### src/rtl/dmem_access_ctrl_if.sv
// Data memory bus: valid/ready request
// channel plus a valid-only response channel.
interface dmem_access_ctrl_if;
  logic        req_valid;
  logic        req_we;
  logic [31:0] req_addr;
  logic [31:0] req_wdata;
  logic [3:0]  req_be;
  logic        req_ready;
  logic        resp_valid;
  logic [31:0] resp_rdata;

  modport master (
    output req_valid, req_we, req_addr,
    output req_wdata, req_be,
    input  req_ready, resp_valid, resp_rdata
  );

  modport slave (
    input  req_valid, req_we, req_addr,
    input  req_wdata, req_be,
    output req_ready, resp_valid, resp_rdata
  );
endinterface

### src/rtl/dmem_access_ctrl.sv
// Memory-stage load/store sequencer onto a
// variable-latency data bus, with stall and errors.
module dmem_access_ctrl #(
  parameter int TIMEOUT = 255,
  parameter int CNT_W   = 8
) (
  input  logic        clk,
  input  logic        reset,
  input  logic        MemReadM,
  input  logic        MemWriteM,
  input  logic [31:0] ALUResultM,
  input  logic [31:0] WriteDataM,
  input  logic [2:0]  WidthSrcM,
  input  logic        StallExtM,
  dmem_access_ctrl_if.master bus,
  output logic [31:0] ReadDataM,
  output logic        StallMemM,
  output logic        MisalignM,
  output logic        BusErrM
);

  typedef enum logic [1:0] {
    IDLE, REQ, WAIT, DONE
  } state_t;

  state_t     state, nxt;
  logic [CNT_W-1:0] cnt;
  logic       is_byte, is_half;
  logic       mem_op, access;
  logic       tmo;
  logic [3:0] be;
  logic [31:0] wdata;
  logic [31:0] rshift;
  logic       unused_width;

  assign unused_width = WidthSrcM[2];

  assign is_byte = (WidthSrcM[1:0] == 2'b10);
  assign is_half = (WidthSrcM[1:0] == 2'b01);
  assign mem_op  = MemReadM | MemWriteM;

  assign MisalignM = mem_op & (is_half
    ? ALUResultM[0]
    : (~is_byte & (|ALUResultM[1:0])));

  assign access = mem_op & ~MisalignM;

  always_comb begin
    be    = 4'b1111;
    wdata = WriteDataM;
    unique case (1'b1)
      is_byte: begin
        be    = 4'b0001 << ALUResultM[1:0];
        wdata = {4{WriteDataM[7:0]}};
      end
      is_half: begin
        be    = ALUResultM[1] ? 4'b1100
                              : 4'b0011;
        wdata = {2{WriteDataM[15:0]}};
      end
      default: ;
    endcase
  end

  // pipeline holds the M-stage operands
  // while stalled, so these stay stable in REQ
  assign bus.req_valid = (state == REQ);
  assign bus.req_we    = MemWriteM & ~MemReadM;
  assign bus.req_addr  = {ALUResultM[31:2], 2'b00};
  assign bus.req_be    = be;
  assign bus.req_wdata = wdata;

  assign rshift = bus.resp_rdata
                  >> {ALUResultM[1:0], 3'b000};
  assign tmo = (cnt == CNT_W'(TIMEOUT - 1));

  always_comb begin
    nxt = state;
    unique case (state)
      IDLE: if (access) nxt = REQ;
      REQ:
        if (bus.req_ready)
          nxt = bus.req_we ? DONE : WAIT;
      WAIT:
        if (bus.resp_valid || tmo) nxt = DONE;
      DONE: if (!StallExtM) nxt = IDLE;
      default: nxt = IDLE;
    endcase
  end

  always_ff @(posedge clk or negedge reset) begin
    if (!reset) state <= IDLE;
    else        state <= nxt;
  end

  always_ff @(posedge clk or negedge reset) begin
    if (!reset) begin
      cnt       <= '0;
      ReadDataM <= '0;
      BusErrM   <= 1'b0;
    end else begin
      if (state == IDLE && access)
        BusErrM <= 1'b0;
      if (state == REQ)
        cnt <= '0;
      if (state == WAIT) begin
        cnt <= cnt + CNT_W'(1);
        // a response on the timeout cycle wins
        if (bus.resp_valid) begin
          ReadDataM <= rshift;
          BusErrM   <= 1'b0;
        end else if (tmo) begin
          ReadDataM <= '0;
          BusErrM   <= 1'b1;
        end
      end
    end
  end

  assign StallMemM = ((state == IDLE) & access)
                   | (state == REQ)
                   | (state == WAIT);

endmodule

### src/flat_wrapper.sv
// flat-port wrapper written by rule: the top's interface ports become plain ports
module dmem_access_ctrl_flat 
#(
  parameter int TIMEOUT = 255,
  parameter int CNT_W   = 8
)
  (clk, reset, MemReadM, MemWriteM, ALUResultM, WriteDataM, WidthSrcM, StallExtM, ReadDataM, StallMemM, MisalignM, BusErrM, bus_req_valid, bus_req_we, bus_req_addr, bus_req_wdata, bus_req_be, bus_req_ready, bus_resp_valid, bus_resp_rdata);
  dmem_access_ctrl_if bus_i ();
  input  logic clk;
  input  logic reset;
  input  logic MemReadM;
  input  logic MemWriteM;
  input  logic [31:0] ALUResultM;
  input  logic [31:0] WriteDataM;
  input  logic [2:0] WidthSrcM;
  input  logic StallExtM;
  output logic [31:0] ReadDataM;
  output logic StallMemM;
  output logic MisalignM;
  output logic BusErrM;
  output wire logic [$bits(bus_i.req_valid)-1:0] bus_req_valid;
  output wire logic [$bits(bus_i.req_we)-1:0] bus_req_we;
  output wire logic [$bits(bus_i.req_addr)-1:0] bus_req_addr;
  output wire logic [$bits(bus_i.req_wdata)-1:0] bus_req_wdata;
  output wire logic [$bits(bus_i.req_be)-1:0] bus_req_be;
  input wire logic [$bits(bus_i.req_ready)-1:0] bus_req_ready;
  input wire logic [$bits(bus_i.resp_valid)-1:0] bus_resp_valid;
  input wire logic [$bits(bus_i.resp_rdata)-1:0] bus_resp_rdata;
  assign bus_req_valid = bus_i.req_valid;
  assign bus_req_we = bus_i.req_we;
  assign bus_req_addr = bus_i.req_addr;
  assign bus_req_wdata = bus_i.req_wdata;
  assign bus_req_be = bus_i.req_be;
  assign bus_i.req_ready = bus_req_ready;
  assign bus_i.resp_valid = bus_resp_valid;
  assign bus_i.resp_rdata = bus_resp_rdata;
  dmem_access_ctrl #(.TIMEOUT(TIMEOUT), .CNT_W(CNT_W)) u_core (.clk(clk), .reset(reset), .MemReadM(MemReadM), .MemWriteM(MemWriteM), .ALUResultM(ALUResultM), .WriteDataM(WriteDataM), .WidthSrcM(WidthSrcM), .StallExtM(StallExtM), .bus(bus_i), .ReadDataM(ReadDataM), .StallMemM(StallMemM), .MisalignM(MisalignM), .BusErrM(BusErrM));
endmodule
### config.mk
export PLATFORM = sky130hd
export DESIGN_NAME = dmem_access_ctrl_flat
export DESIGN_NICKNAME = d
export VERILOG_FILES = /design/src/rtl/dmem_access_ctrl_if.sv /design/src/rtl/dmem_access_ctrl.sv /design/src/flat_wrapper.sv
export SDC_FILE = /design/constraint.sdc
export NUM_CORES = 1
export LEC_CHECK = 0
export CORE_UTILIZATION = 28
export CTS_CLUSTER_SIZE = 14
export DETAILED_ROUTE_END_ITERATION = 16
export GPL_TIMING_DRIVEN = 0
export PLACE_DENSITY = 0.74
export SLEW_MARGIN = 30
export SYNTH_ARGS = -nofsm -noshare
export SYNTH_HDL_FRONTEND = slang
export SYNTH_SLANG_ARGS = --single-unit
### constraint.sdc
create_clock -name clk -period 4.1 [get_ports clk]
set_input_delay 0.82 -clock clk [delete_from_list [all_inputs] [get_ports clk]]
set_output_delay 0.82 -clock clk [all_outputs]
set_load 0.01 [all_outputs]
==> run summary <==
====================================================================================
Required time of the critical path ....................................      3.28 ns
Iteration-0 DRC count of the detailed router ..........................          195
Clock Skews ...........................................................  0.007161 ns
Master cell of the clock root buffer ..................................     clkbuf_8
Number of warnings issued by yosys ....................................            0
Total count of hold-check failures in the final report ................            0
Top-level I/O count ...................................................          211
Final Cycle Share .....................................................       0.9638
Register-to-register setup slack ......................................      2.14 ns
Largest vdd supply drop ...............................................    0.2584 mV
Number of buffers inserted by port buffering ..........................          177
Post-Syn Area per Cell ................................................    8.932 um2
Hold Worst Slack ......................................................    0.4939 ns
Min-Delay Path Class ..................................................   reg -> reg
Fraction of layout instances using a drive strength above 1 ...........       0.1240
Slowest cell on the critical path ..................................... clkdlybuf4s50_1
RSZ-0062 raised after global routing ..................................        false
Part of the Yosys area used for sequential elements ...................       0.3554
Iteration count of the initial detailed-routing pass ..................            4
Max Fanout on Critical Path ...........................................           10
Width of the die ......................................................     106.0 um
Combinational power share .............................................        0.550
Cell row count ........................................................           37
Clock transition at the registers of the reported paths ...............      0.08 ns
Critical Setup Path Class .............................................    in -> out
Kind of end point of the critical path ................................   output pin
Most used flip-flop cell after synthesis ..............................      dfrtp_1
Switching power .......................................................  0.0007710 W
Portion of total power attributed to the clock network ................        0.127
Number of nets in the layout ..........................................          637
Aggregate negative setup slack ........................................         0 ns
Clock tree from TritonCTS .............................................        built
Starting density of the core ..........................................       0.2907
Routed via count ......................................................        3,255
Outcome ............................................................... finished clean
Cells traversed along the worst timing path ........................... clkdlybuf4s50_1, clkbuf_1, inv_1, clkbuf_1, o21ai_0, nand2b_1, clkdlybuf4s50_1
Count of buffers added by post-CTS timing repair for setup ............            0
Number of enable-type register cells in the synthesized netlist .......            0
Leakage power .........................................................     2.201 nW
Core ar. ..............................................................   10,420 um2
Wire length after detailed routing ....................................    10,500 um
Proportion of total power due to net switching ........................       0.3648
CP max stage delay ....................................................      0.55 ns
Maximum buffer depth of the clock tree ................................            2
Mapped Area ...........................................................     3028 um2
Number of library cell types mapped by synthesis ......................           43
Avg WL per Cell .......................................................     15.91 um
Global route overflow .................................................            0
Routed via count divided by cell count ................................        4.932
Proportion of synthesized flip-flops having asynchronous set or reset .        1.000
Vias in the first global route ........................................        3,241
P per Cell Area ....................................................... 418.5 nW/um2
Cell family contributing the most delay on the critical path .......... buffers and inverters
Chip height ...........................................................     106.0 um
Post-detailed-placement half-perimeter wirelength .....................      8156 um
Highest clock rate ....................................................    253.1 MHz
Flip-flop and latch count after synthesis .............................           43
Number of design rule violations left after detail routing ............            0
Number of slew-limit violations in the final report ...................            0
Portion of total power attributed to sequential cells .................        0.323
Number of max-cap violations ..........................................            0
Post-cts hold buffer count ............................................            0
Routed Antenna Nets ...................................................            0
Antenna cell count ....................................................            0
Total of endpoints with negative setup slack in the final report ......            0
Startpoint type of the worst setup path ............................... primary input
Cell internal power dissipation .......................................   0.001342 W
Synthesized instance count ............................................          339
H-tree levels .........................................................            2
Area added between synthesis and finish ...............................       66.78%
Largest net degree at the start of global routing .....................           44
Max transition margin .................................................       0.5475
Final estimated routing congestion in global placement ................       0.8119
Number of antenna violations at the first check in global routing .....            0
Global-route wire length before repair ................................    16,280 um
Aggregate global-route resource usage .................................       0.1809
Arrival time worst endpoint ...........................................      3.13 ns
Number of buffers inserted during clock tree synthesis ................            5
Floorplan die area ....................................................   11,230 um2
Worst skew pair latency ...............................................      0.29 ns
Clock sinks ...........................................................           43
Buffers & Inverters on Critical Path ..................................            5
Final critical path time including I/O delays and setup ...............     3.952 ns
Worst Tran Pin Value ..................................................    0.6788 ns
====================================================================================
[synth_stat cells (3+ instances only)]
| cell | number | area (um2) |
|---|---|---|
| nand2_1 | 55 | 206.5 |
| nor2b_1 | 6 | 37.54 |
| inv_1 | 11 | 41.29 |
| a32o_1 | 8 | 80.08 |
| nand3_1 | 5 | 25.02 |
| a21oi_1 | 4 | 20.02 |
| o21ai_0 | 37 | 185.2 |
| buf_2 | 5 | 25.02 |
| a22o_1 | 24 | 210.2 |
| a22oi_1 | 8 | 60.06 |
| ha_1 | 8 | 100.1 |
| nor2_1 | 4 | 15.01 |
| o31ai_1 | 3 | 22.52 |
| clkbuf_1 | 11 | 41.29 |
| dfrtp_1 | 43 | 1076 |
| buf_4 | 42 | 315.3 |
| mux2i_1 | 24 | 240.2 |
| o2bb2ai_1 | 8 | 70.07 |
[per-layer routing]
metal	part of all wire	routed length [um]	up-vias	GRT usage
met5	0	0	-	0
met4	0.0093	98	0	0.04365
met3	0.084	885	8	0.03801
met2	0.49	5152	164	0.3175
met1	0.42	4363	1541	0.2256
li1	-	-	1542	-
[area by class of cell]
cell class	instances	area, um2
clock inverters	1	5.005
inverters	11	41.29
multi-input cells	224	1503
repair buffers	177	1769
plain buffers	61	409.1
fillers	983	5366
clock buffers	7	76.32
well taps	136	170.2
flip-flops and latches	43	1076
[placed cells by master (no fill, tap or decap), types with 11 or more instances in the layout]
cell / instances
dfrtp_1: 43
clkbuf_1: 11
o21ai_0: 37
a22o_1: 24
inv_1: 11
nand2_1: 55
buf_4: 43
mux2i_1: 24
clkdlybuf4s50_1: 176
[flip-flops by register name (all words and copies together) (netlist names)]
register and cells:
u_core.ReadDataM 32, u_core.state 2, u_core.cnt 8, u_core.BusErrM 1
[stage by stage]
step,total power [W],utilization,setup slack (ns),std cells,cell area (um2)
global route,0.002242,0.4848,0.04347,660,5050
detailed placement,0.001851,0.4772,0.05833,653,4971
CTS,0.002128,0.4850,0.05915,661,5052
floorplan,0.001227,-,1.327,340,3032
global placement,0.001833,0.4775,0.1258,653,4974
finish,0.002113,0.4848,0.1484,660,5050
[power groups by stage]
stage | Sequential [W] | Combinational (W) | Clock (W)
floorplan | 0.000729 | 0.000498 | 0
global placement | 0.000683 | 0.00115 | 0
detailed placement | 0.000684 | 0.00117 | 0
CTS | 0.000681 | 0.00117 | 0.000275
global route | 0.000700 | 0.00125 | 0.000291
finish | 0.000682 | 0.00116 | 0.000269
[worst paths after layout]
| kind | depth (start not counted) | startpoint | end |
|---|---|---|---|
| worst max register to register | 8 | u_core.state[0]$_DFFE_PN0P_ | u_core.ReadDataM[29]$_DFFE_PN0P_ |
| worst min register to register | 1 | u_core.ReadDataM[21]$_DFFE_PN0P_ | u_core.ReadDataM[21]$_DFFE_PN0P_ |
| worst max-delay path | 7 | ALUResultM[1] | bus_req_be[0] |
| max in group asynchronous | 1 | reset | u_core.ReadDataM[31]$_DFFE_PN0P_ |
| worst min-delay path | 1 | u_core.ReadDataM[21]$_DFFE_PN0P_ | u_core.ReadDataM[21]$_DFFE_PN0P_ |
| min in group asynchronous | 1 | reset | u_core.ReadDataM[12]$_DFFE_PN0P_ |
[logic make-up after synthesis]
logic type / count (synthesis) / synth area share
mux: 24 / 0.07934
compound gates: 105 / 0.2517
other cells: 1 / 0.001238
xor+xnor: 1 / 0.002893
simple gates: 84 / 0.1269
fa+ha+maj: 8 / 0.03306
buf+inv: 73 / 0.1496
flops: 43 / 0.3554
[repair_timing]
action | CTS | global route
endpoints found under the setup margin | 0 | 18
endpoints found under the hold margin | 0 | 0
resized for setup | 0 | 2
Power figures use the tool's default switching activity.
